**src/rtl/bus_turn_ctrl.sv**
```systemverilog
// bus_turn_ctrl: half-duplex bus arbiter/sequencer with turnaround gaps; define BUS_CTRL_TIMEOUT_EN to enable the receive watchdog
module bus_turn_ctrl #(
  parameter int TURN_CYCLES = 2,
  parameter int MAX_BURST = 16,
  parameter int TIMEOUT = 64
) (
  input  logic       clk_i,
  input  logic       rst_i,
  input  logic [7:0] tx_data_i,
  input  logic       tx_last_i,
  input  logic       tx_valid_i,
  output logic       tx_ready_o,
  input  logic       peer_req_i,
  input  logic       peer_stb_i,
  input  logic [7:0] data_i,
  output logic [7:0] data_o,
  output logic       tx_oe,
  output logic       tx_stb_o,
  output logic [7:0] rx_data_o,
  output logic       rx_valid_o,
  output logic       err_o
);
  typedef enum logic [2:0] {IDLE, TURN_TX, TX, TURN_RX, RX} state_t;
  state_t state, state_nx;
  logic [3:0] turn_cnt;
  logic [7:0] burst_cnt, burst_inc;
  logic hs, req, turn_done, timeout, lock;
  assign tx_ready_o = state == TX;
  assign hs = tx_valid_i && tx_ready_o;
  assign req = peer_req_i && !lock;
  assign turn_done = turn_cnt == 4'(TURN_CYCLES - 1);
  assign burst_inc = burst_cnt == 8'hff ? burst_cnt : burst_cnt + 8'd1;
  // next-state selection; the peer wins every tie with the local stream
  always_comb begin
    state_nx = state;
    case (state)
      IDLE:    state_nx = req ? RX : tx_valid_i ? TURN_TX : IDLE;
      TURN_TX: state_nx = req ? RX : turn_done ? TX : TURN_TX;
      TX:      state_nx = (!tx_valid_i || tx_last_i || (req && burst_inc >= 8'(MAX_BURST))) ? TURN_RX : TX;
      TURN_RX: state_nx = turn_done ? IDLE : TURN_RX;
      RX:      state_nx = (!peer_req_i || timeout) ? IDLE : RX;
      default: state_nx = IDLE;
    endcase
  end
  // state, counters and registered pad/stream outputs
  always_ff @(posedge clk_i) begin
    if (rst_i) begin
      state <= IDLE;
      turn_cnt <= 4'd0;
      burst_cnt <= 8'd0;
      tx_oe <= 1'b1;
      data_o <= 8'h00;
      tx_stb_o <= 1'b0;
      rx_data_o <= 8'h00;
      rx_valid_o <= 1'b0;
    end else begin
      state <= state_nx;
      turn_cnt <= (state_nx == state && (state == TURN_TX || state == TURN_RX)) ? turn_cnt + 4'd1 : 4'd0;
      burst_cnt <= (state == IDLE && state_nx == TURN_TX) ? 8'd0 : hs ? burst_inc : burst_cnt;
      tx_oe <= !hs;
      tx_stb_o <= hs;
      if (hs) data_o <= tx_data_i;
      rx_valid_o <= state == RX && peer_stb_i;
      if (state == RX && peer_stb_i) rx_data_o <= data_i;
    end
  end
`ifdef BUS_CTRL_TIMEOUT_EN
  logic [6:0] idle_cnt;
  logic err;
  assign timeout = state == RX && peer_req_i && !peer_stb_i && idle_cnt == 7'(TIMEOUT - 1);
  assign err_o = err;
  // receive watchdog; lock keeps RX closed until the peer drops its request once
  always_ff @(posedge clk_i) begin
    if (rst_i) begin
      idle_cnt <= 7'd0;
      err <= 1'b0;
      lock <= 1'b0;
    end else begin
      idle_cnt <= (state != RX || peer_stb_i) ? 7'd0 : idle_cnt + 7'd1;
      err <= err || timeout;
      lock <= timeout || (lock && peer_req_i);
    end
  end
`else
  assign timeout = TIMEOUT < 0;
  assign lock = 1'b0;
  assign err_o = 1'b0;
`endif
endmodule

```
**config.mk**
```make
export PLATFORM = sky130hd
export DESIGN_NAME = bus_turn_ctrl
export DESIGN_NICKNAME = d
export VERILOG_FILES = /design/src/rtl/bus_turn_ctrl.sv
export SDC_FILE = /design/constraint.sdc
export NUM_CORES = 1
export LEC_CHECK = 0
export ABC_AREA = 0
export CAP_MARGIN = 20
export CELL_PAD_IN_SITES_DETAIL_PLACEMENT = 1
export CELL_PAD_IN_SITES_GLOBAL_PLACEMENT = 1
export CORE_ASPECT_RATIO = 1.75
export CORE_UTILIZATION = 33
export DETAILED_ROUTE_END_ITERATION = 8
export PLACE_DENSITY_LB_ADDON = 0.1
export RECOVER_POWER = 100
export SYNTH_ARGS = -nofsm -noshare
export SYNTH_HDL_FRONTEND = slang
export SYNTH_SLANG_ARGS = --single-unit
```
**constraint.sdc**
```tcl
create_clock -name clk_i -period 1.7 [get_ports clk_i]
set_input_delay 0.17 -clock clk_i [delete_from_list [all_inputs] [get_ports clk_i]]
set_output_delay 0.17 -clock clk_i [all_outputs]
set_load 0.01 [all_outputs]
```
Word level (Yosys, flattened, before mapping)
Index checks and enable logic that the tools add are counted.
{ "op_classes": {"bitwise_logic": 1, "reduce_logical": 13, "muxes": 9, "addsub": 2, "magnitude_cmp": 1, "eq_ne": 8} }
{ "ops": {"columns": ["operator", "count"], "rows": [
  ["3-bit one-hot mux with 5 select lines", 1],
  ["3-bit two-way mux", 3],
  ["8-bit by 1-bit adder with 8-bit output, second input constant", 1],
  ["8-bit equality test, second input constant", 1],
  ["8-bit by 5-bit greater-or-equal comparator with 1-bit output, second input constant", 1],
  ["8-bit two-way mux", 1],
  ["3-bit by 1-bit equality test with 1-bit output, second input constant", 2],
  ["3-bit by 2-bit equality test with 1-bit output, second input constant", 2],
  ["1-bit logical AND", 5],
  ["4-bit by 1-bit adder with 4-bit output, second input constant", 1],
  ["4-bit by 1-bit equality test with 1-bit output, second input constant", 1],
  ["2-bit two-way mux", 2],
  ["2-bit OR reduction", 2],
  ["3-bit equality test", 1],
  ["3-bit equality test, second input constant", 1],
  ["3-bit logical NOT", 1],
  ["1-bit logical OR", 3],
  ["1-bit logical NOT", 2],
  ["1-bit two-way mux", 2],
  ["1-bit NOT", 1]
]} }
{ "totals": {"out_inout_bits": 21, "wordCells": 42, "reg_bits": 34} }

Longest topological paths before layout
{ "depth": {"depth_word": 11, "depth_mapped": 6} }

Worst setup path before layout
No wires, ideal clock.
{ "synth_timing": {"kind": "flip-flop to flip-flop", "from": "reg burst_cnt[0]", "to": "reg state[0]", "required_time_ns": 1.563, "period_less_slack_ns": 1.436, "arrival_time_ns": 1.299, "setup_slack_ns": 0.264, "stages_incl_launch_ff": 7, "setup_ns": 0.137, "cell_sequence": "dfxtp_1 -> ha_1 -> clkbuf_1 -> a31oi_1 -> a41oi_1 -> o41ai_1 -> a41oi_1"} }
{ "synth_via": {"elab_chain_len": 7, "elab_cells_between_ends": 8} }
{ "synth_lines": {"columns": ["item", "line", "source"], "rows": [
  ["start, declared", "26", "logic [7:0] burst_cnt, burst_inc;"],
  ["start signal, assigned", "59", "burst_cnt <= (state == IDLE && state_nx == TURN_TX) ? 8'd0 : hs ? burst_inc : burst_cnt;"],
  ["8-bit by 1-bit adder with 8-bit output or 8-bit equality test (tied branches)", "32", "assign burst_inc = burst_cnt == 8'hff ? burst_cnt : burst_cnt + 8'd1;"],
  ["8-bit two-way mux *", "32", null],
  ["8-bit by 5-bit greater-or-equal comparator with 1-bit output *", "39", "TX: state_nx = (!tx_valid_i || tx_last_i || (req && burst_inc >= 8'(MAX_BURST))) ? TURN_RX : TX;"],
  ["1-bit logical AND *", "39", null],
  ["1-bit logical OR *", "39", null],
  ["1-bit two-way mux *", "39", null],
  ["3-bit one-hot mux with 5 select lines *", "36", "case (state)"],
  ["end signal, assigned", "57", "state <= state_nx;"],
  ["end, declared", "24", "state_t state, state_nx;"]
]} }
Mark *: on every way between the ends. The rest lies on a longest branch, timed or not.
A chain may end at the register's enable or synchronous reset.

Worst setup path in the final report
{ "layout_timing": {"from": "reg state[0]", "to": "out tx_ready_o"} }
{ "layout_via": {"elab_chain_len": 1} }
{ "layout_lines": {"columns": ["item", "line", "source"], "rows": [
  ["3-bit by 2-bit equality test with 1-bit output", "28", "assign tx_ready_o = state == TX;"],
  ["end, declared", "12", "output logic tx_ready_o,"]
]} }
Every way passes these cells.

==> metrics.md <==
| Metric | Value |
|---|---|
| Tightest Hold Check Type | `in2reg` |
| DR iter-0 viols | `14` |
| Unrepaired setup endpoints after global routing | `no` |
| Yosys top cell area share | `0.475` |
| H-tree levels | `2` |
| Layout area overhead | `38.0%` |
| Fmax | `just over 0.6 GHz` |
| Share of flip-flops with an asynchronous set or reset | `0` |
| Avg Cell Area, Syn | `8.29 um2` |
| Synth area leader | `dfxtp_1` |
| Final instance area | `around 2000 um2` |
| Root Buffer | `clkbuf_8` |
| WP data required | `~1.5 ns` |
| Core area | `slightly above 4000 um2` |
| Top-count cell post-synth | `nand2_1` |
| # diodes | `0` |
| CTS Hold Bufs | `0` |
| Antenna violations before repair | `0` |
| Most frequent cells after synthesis | `nand2_1 (36), dfxtp_1 (34), a21oi_1 (19), nor2_1 (17), nand3_1 (9)` |
| CTS sink cnt | `34` |
| Arr. time, crit path | `between 1 and 1.5 ns` |
| Layout Skew | `~0.0018 ns` |
| Post-Syn Nets | `198` |
| EDFF count, synth | `0` |
| Inst Count DP | `around 260` |
| Crit Path Class | `reg2out` |
| Highest metal used | `met4` |
| Max Cap Viol | `0` |
| Largest net degree at the start of global routing | `20` |
| Leak | `approximately 0.76 nW` |
| Vias | `1,376` |
| Synthesized netlist cell count | `between 150 and 200` |
| ANT nets after route | `0` |
| Synthesized cell area | `between 1000 and 1500 um2` |
| DP Wirelength | `approximately 2.9 mm` |
| Area of the die | `4620 um2` |
| Die width | `a little over 50 um` |
| Fin crit share | `0.944` |
| Ranking of synthesized cells by area | `dfxtp_1 (47%), nand2_1 (9.4%), a21oi_1 (6.6%)` |
| Num rows | `31` |
| Setup TNS | `0 ns` |
| Startpoint types | `flop` |
| Die Ht | `89.2 um` |
| Clock tree buffer depth | `2` |
| Tot GR Track Use | `0.184` |
| Initial Util | `0.345` |
| FF-to-FF path depth | `4` |
| # IOs | `43` |
| Grt ovf | `0` |
| M1 wire length | `roughly 1.5 mm` |
| Post-Layout Cell Count | `about 270` |
| Fin util | `0.477` |
| Drt first pass iters | `2` |
| Worst R2R Setup Slack | `0.12 ns` |
| Launch point of the worst reg-to-reg path | `state[2]$_SDFF_PP0_` |
| Seq/Total Area, Yosys | `0.475` |
| Port bufs | `41` |
| Min-delay src | `tx_data_i[6]` |
| Power density over cell area | `774 nW/um2` |
| Yosys warns | `0` |
| Vias/cell | `5.15` |
| Count of cell types in the netlist | `37` |
| Pre-CTS WS | `-0.0192 ns` |
| Num CTS Buffers | `5` |
| Min Tclk post-route | `between 1.5 and 2 ns` |
| Final WL | `~3.7 mm` |
| Peak supply drop | `roughly 0.00072 V` |
| Outcome | `complete, no violations` |
| Hold endpoint | `data_o[6]$_SDFFE_PP0P_` |
| Pwr Total | `roughly 1.5 mW` |
| Top_reg_cell synth | `dfxtp_1` |
| Detail Route met2 WL | `between 2 and 2.5 mm` |
| RR Endpoint | `burst_cnt[7]$_SDFFE_PP0P_` |
| Layout cells sized above 1 | `0.0596` |
| Per-cell routed wire length | `between 10 and 15 um` |
| Slew Limit Fails | `0` |
| Fin Hold WS | `0.437 ns` |
| Drt drc | `0` |
| Worst Setup End Kind | `output port` |
| Final setup vio count | `0` |
| Final GP Congestion | `between 0.8 and 0.9` |
| Reg clk slew, reported paths | `approximately 0.070 ns` |
| Placement Cell Area | `1900 um2` |
| Clock Latency Late Sink | `about 0.28 ns` |
| Setup ws final | `between 0.09 and 0.1 ns` |
| Final hold vios | `0` |
| Post-layout net count | `between 200 and 250` |
| Global-route wire length before repair | `6.28 mm` |
| Number of synthesized register bits | `34` |
| Routed wl met3 | `about 140 um` |
| CTS tree | `yes` |
| Worst hold path depth | `3` |
| Vias in the first global route | `between 1,000 and 1,500` |
| CP Max Fanout | `8` |
## state kept, by name, summed over array words and instances (netlist names)
signal      count
tx_stb_o        1
rx_valid_o      1
rx_data_o       8
data_o          8
tx_oe           1
burst_cnt       8
state           3
turn_cnt        4
## routing by layer
metal | vias to the layer above | global-route usage
met3 | 5 | 0.0408
met5 | - | 0
met4 | 0 | 0.0860
li1 | 682 | -
met2 | 32 | 0.341
met1 | 657 | 0.187
## layout by cell type, fill, tap and decap left out, drive strengths merged, types with 2 or more instances in the layout
master	synthesis	final
a211oi	2	2
a21boi	2	2
a21o	2	2
a21oi	19	19
a31oi	2	2
a41oi	3	3
and3	2	2
buf	5	4
clkbuf	5	9
clkdlybuf4s50	0	21
dfxtp	34	34
dlygate4sd3	0	20
ha	3	3
inv	4	4
mux2i	2	2
nand2	36	36
nand2b	2	2
nand3	10	10
nand4	2	2
nor2	17	17
nor3	4	4
nor4	2	2
xor2	2	2
## logic make-up (layout without fill, tap and decap cells)
| logic type | Yosys count | in the layout | share of synthesized area |
|---|---|---|---|
| buf+inv | 14 | 59 | 0.0471 |
| compound gates | 35 | 35 | 0.154 |
| fa+ha+maj | 3 | 3 | 0.0262 |
| flops | 34 | 34 | 0.475 |
| xor+xnor | 3 | 3 | 0.0183 |
| mux | 2 | 2 | 0.0140 |
| simple gates | 81 | 81 | 0.264 |
| other cells | 1 | 1 | 0.00262 |
## area by class of cell
type                            count  area (um2)
Tap cell                           49        61.3
Sequential cell                    34         683
Fill cell                         523        2170
Timing Repair Buffer               47         448
Inverter                            4        15.0
Clock buffer                        7        86.3
Multi-Input combinational cell    125         681
Clock inverter                      1        5.00
## repair_timing
action,4_1_cts,5_1_grt
resized for setup,0,2
setup endpoints to repair,0,1
setup buffers,0,0
## report_power, final
group	internal [mW]	switching (mW)
Combinational	0.0679	0.0453
Clock	0.326	0.278
Sequential	0.806	0.00829
## worst max path at each step
stage                                         start  slack [ns]  depth (start not counted)                         to
after floorplan           burst_cnt[0]$_SDFFE_PP0P_        0.26                          6        state[0]$_SDFF_PP0_
after global placement                   tx_valid_i        0.06                          5  burst_cnt[7]$_SDFFE_PP0P_
after detailed placement                 tx_valid_i       -0.02                          5  burst_cnt[7]$_SDFFE_PP0P_
after CTS                       state[1]$_SDFF_PP0_        0.03                          3                 tx_ready_o
after global routing            state[0]$_SDFF_PP0_        0.01                          3                 tx_ready_o
final                           state[0]$_SDFF_PP0_        0.09                          3                 tx_ready_o
## critical path: stages, from the launching register on
cell and delay (ns):
dfxtp_2 0.36, nand2b_1 0.17, nor2_1 0.09, clkdlybuf4s50_1 0.54
Power figures use the tool's default switching activity.
==> patch 1 (config.mk and constraints unchanged) <==
The parameter `MAX_BURST` goes from 16 to 12.
--- a/src/rtl/bus_turn_ctrl.sv
+++ b/src/rtl/bus_turn_ctrl.sv
@@ -3,3 +3,3 @@
   parameter int TURN_CYCLES = 2,
-  parameter int MAX_BURST = 16,
+  parameter int MAX_BURST = 12,
   parameter int TIMEOUT = 64
Formal check against the unedited RTL: same outputs for any inputs over 10 cycles, from zero or initial values and one cycle with rst_i high; that may be too few to reach the edited logic, so the function may still have changed.
==> patch 1 against the original RTL <==
Cell area grew 2.0%; synthesized cell count rose by 4.0%; total power fell by 1.7%; sequential cell count unchanged; routed wire length rose by 2.4%; clock skew grew 0.0024 ns; setup slack gained 0.081 ns; register-to-register slack improved by 0.06 ns; area after synthesis is 3.4% higher; critical endpoint is now state[0]$_SDFF_PP0_.
==> patch 1: results (changes against the original RTL) <==
status -> finished clean
GRT Total Usage -> 17.90% (-0.46 points)
library cells used by synthesis -> 40 (+8.1%)
vias per std cell -> 5.143 (-0.20%)
Cells after Synth -> 180 (+4.0%)
Post-synth top cells -> nand2_1 (40), dfxtp_1 (34), a21oi_1 (22)
Post-layout nets -> 249 (+2.9%)
dpl ws -> 0.04816 ns (+0.06735 ns)
switching power -> 321.8 uW (-2.8%)
GP Congestion -> 0.8147 (-1.3%)
via count -> 1399 (+1.7%)
Max stage delay on crit path -> 0.38 ns (-0.16 ns)
CP max-delay cell -> dfxtp_1
top cells by area, synth -> dfxtp_1 (46%), nand2_1 (10%), a21oi_1 (7.4%), nor2_1 (3.5%), nand3_1 (3.4%)
Cells after DPL -> 266 (+2.7%)
length of the first detailed-routing pass in iterations -> 4 (+2)
Post-DP Area -> 1932 um2 (+1.8%)
CP arrival -> 1.68 ns (+0.24 ns)
ys async rst share -> 0% (unchanged)
Static Leak -> 0.7420 nW (-2.5%)
Layout Skew -> 0.004223 ns (+0.002410 ns)
Layout area overhead -> 36.12%
Final HPWL DP -> 3.035 mm (+6.2%)
critical-path maximum fanout -> 4 (-4)
vias in the first global route -> 1451 (-0.069%)
delay-heaviest family, CP -> compound AO/OA/AOI/OAI gates
Iter 0 DRT Violations -> 8 (-6)
layout cells sized above 1 -> 9.865% (+3.9 points)
Peak VDD IR -> 0.5668 mV (-21%)
first-pass GRT wire length -> 6.458 mm (+2.9%)
Fill cells -> 511 (-2.3%)
Regs by FF count -> burst_cnt x8, data_o x8, rx_data_o x8
largest net degree at the start of global routing -> 21 (+5.0%)
Post-Syn Nets -> 205 (+3.5%)
WL per Instance -> 14.08 um (+0.50%)
-- patch 1: cell count changes after synthesis, moves of 2 or more --
cell      delta
a41oi_1      -2
nor3b_1      +2
nor2_1       -3
a21boi_1     -2
mux2i_1      -2
buf_6        +2
a21oi_1      +3
nand2_1      +4
a21o_1       -2
clkbuf_1     -2
nor4_1       -2
-- patch 1: worst paths after layout --
| check | startpoint | end | slack, ns | cells past startpoint |
|---|---|---|---|---|
| setup / recovery | turn_cnt[0]$_SDFF_PP0_ | state[0]$_SDFF_PP0_ | 0.18 | 6 |
| hold / removal | data_i[3] | rx_data_o[3]$_SDFFE_PP0P_ | 0.44 | 3 |
| setup reg to reg | turn_cnt[0]$_SDFF_PP0_ | state[0]$_SDFF_PP0_ | 0.18 | 6 |
| hold reg to reg | rx_data_o[5]$_SDFFE_PP0P_ | rx_data_o[5]$_SDFFE_PP0P_ | 0.45 | 2 |
-- patch 1: kinds of logic (layout without fill, tap and decap cells) --
kind of cell             Yosys count  after routing  share of synthesized area, %
AO/OA/AOI/OAI                     36             36                         14.68
XOR/XNOR                           5              5                         2.954
adder cells (fa/ha/maj)            3              3                         2.532
buffers and inverters             14             57                         5.569
flip-flops                        34             34                         45.91
other                              1              1                        0.2529
AND/OR/NAND/NOR                   87             87                         28.10
-- patch 1: cell type report --
| type | count | area share, % |
|---|---|---|
| Clock buffer | 6 | 4.092 |
| Sequential cell | 34 | 33.85 |
| Timing Repair Buffer | 47 | 22.44 |
| Multi-Input combinational cell | 132 | 35.83 |
| Tap cell | 49 | 3.038 |
| Inverter | 4 | 0.7440 |
-- patch 1: layer usage --
metal	track usage [%]	wire length [um]	vias up
li1	-	-	698
met1	18.69	1456	658
met2	32.28	2119	38
met3	4.545	188	5
met4	6.798	65	0
met5	0	0	-
-- patch 1: stage by stage --
stage / power, mW / hold WS, ns
after CTS: 1.538 / 0.4342
after detailed placement: 0.9492 / 0.4502
final: 1.506 / 0.4429
after global routing: 1.577 / 0.4524
after global placement: 0.9470 / 0.4437
after floorplan: 0.8715 / 0.2539
-- patch 1: tightest hold or removal path, delay by kind of cell --
family	cells	cell delay, ns
compound gates	1	0.05
simple gates	1	0.06
buf+inv	1	0.39
-- patch 1: power groups by stage --
stage	Sequential, mW	Clock (mW)	Combinational, mW
2_1_floorplan	0.833	0	0.0384
3_3_place_gp	0.831	0	0.116
3_5_place_dp	0.832	0	0.117
4_1_cts	0.814	0.607	0.118
5_1_grt	0.814	0.639	0.124
6_report	0.813	0.580	0.113
==> patch 2 (same settings) <==
Made on the original files. Re-encode `state_t` (5 states) as one-hot, 5 bits wide.
--- a/src/rtl/bus_turn_ctrl.sv
+++ b/src/rtl/bus_turn_ctrl.sv
@@ -22,3 +22,3 @@
 );
-  typedef enum logic [2:0] {IDLE, TURN_TX, TX, TURN_RX, RX} state_t;
+  typedef enum logic [4:0] {IDLE = 5'b00001, TURN_TX = 5'b00010, TX = 5'b00100, TURN_RX = 5'b01000, RX = 5'b10000} state_t;
   state_t state, state_nx;
Check against the original RTL: same outputs for any inputs over 10 cycles, from zero or initial values and one cycle with rst_i high; not proved beyond that.
==> patch 2 against the original RTL <==
Setup slack got worse by 0.16 ns; clock skew increased by 0.0020 ns; first-iteration DRC count decreased by 29%; synthesized cell count increased by 7.5%; sequential cell count increased by 2; area after synthesis increased by 12%; combinational power increased by 94%; cell area increased by 25%; routed wire length increased by 36%; total power increased by 21%; critical path type is now register to register; the run now ends with setup timing left; register-to-register slack got worse by 0.18 ns.
==> patch 2: results (changes against the original RTL) <==
status -> finished, violations left
violated checks -> setup timing
mux contribution to synthesized area -> 4.977% (+3.6 points)
# setup viols final -> 4 (+4)
Final HPWL DP -> 3.770 mm (+32%)
CP arrival -> 1.97 ns (+0.53 ns)
post-route setup slack -> -0.06296 ns (-0.1580 ns)
P_seq -> 865 uW (+6.1%)
switching power -> 445.1 uW (+34%)
CP Class -> register to register
Fill cells -> 541 (+3.4%)
final setup TNS -> -0.1790 ns (-0.1790 ns)
Metal-1 WL -> 1.948 mm (+29%)
vias in the first global route -> 1736 (+20%)
Synth Area in Compound Gates -> 14.23% (-1.1 points)
Post-layout nets -> 277 (+14%)
via count -> 1603 (+16%)
xor/xnor share of the synthesized area -> 3.266% (+1.4 points)
GRT Total Usage -> 21.93% (+3.6 points)
met3 WL -> 162 um (+20%)
met3 Track Usage GR -> 5.314% (+1.2 points)
M2 GR Usage -> 40.76% (+6.6 points)
met1 usage -> 21.88% (+3.2 points)
Post-synth top cells -> dfxtp_1 (36), nor2_1 (22), nand2_1 (20)
Peak VDD IR -> 0.6541 mV (-8.9%)
final wirelength -> 5.090 mm (+36%)
Static Leak -> 1.009 nW (+33%)
top cells by area, synth -> dfxtp_1 (45%), nor2_1 (5.1%), mux2i_1 (5.0%), nand2_1 (4.7%), a21oi_1 (3.7%)
Seq/Total Area, Yosys -> 44.79% (-2.7 points)
Post-Syn Nets -> 211 (+6.6%)
Layout Skew -> 0.003800 ns (+0.001987 ns)
Max stage delay on crit path -> 0.50 ns (-0.04 ns)
clock share of power -> 41.5% (+2.1 points)
Flop pwr share -> 46.7% (-6.5 points)
Iter 0 DRT Violations -> 10 (-4)
library cells used by synthesis -> 45 (+22%)
patch 2: cell count changes in the layout (fill, tap and decap cells not counted), moves of 4 or more:
| cell | change |
|---|---|
| a21oi_1 | -8 |
| mux2i_1 | +6 |
| buf_4 | +19 |
| nor2_1 | +5 |
| nand2_1 | -16 |
| o21ai_0 | +4 |
patch 2: worst min-delay path by stage:
stage / startpoint / endpoint / slack (ns) / cells past startpoint
2_1_floorplan: tx_data_i[0] / data_o[0]$_SDFFE_PP0P_ / 0.31 / 2
3_3_place_gp: data_o[3]$_SDFFE_PP0P_ / data_o[3]$_SDFFE_PP0P_ / 0.44 / 2
3_5_place_dp: data_o[7]$_SDFFE_PP0P_ / data_o[7]$_SDFFE_PP0P_ / 0.45 / 2
4_1_cts: tx_data_i[2] / data_o[2]$_SDFFE_PP0P_ / 0.42 / 3
5_1_grt: tx_data_i[7] / data_o[7]$_SDFFE_PP0P_ / 0.44 / 3
6_report: tx_data_i[7] / data_o[7]$_SDFFE_PP0P_ / 0.42 / 3
patch 2: through the flow:
step / cells / setup WS, ns
floorplan: 186 / -0.1864
global placement: 295 / -0.1354
detailed placement: 295 / -0.1739
CTS: 304 / -0.07602
global route: 305 / -0.1064
finish: 305 / -0.06296
patch 2: area by class of cell:
cell class | instances | area, um2 | share of cell area [%]
Tap cell | 52 | 65.06 | 2.630
Timing Repair Buffer | 70 | 631.9 | 25.54
Sequential cell | 36 | 723.2 | 29.24
Multi-Input combinational cell | 135 | 927.1 | 37.48
Inverter | 4 | 15.01 | 0.6070
Clock buffer | 5 | 68.82 | 2.782
Clock inverter | 3 | 42.54 | 1.720
patch 2: repair_timing:
item | in CTS | in global routing
cloned | 0 | 0
gates resized for setup | 21 | 9
buffers inserted | 1 | 1
setup endpoints to repair | 13 | 11
pin swaps | 11 | 7
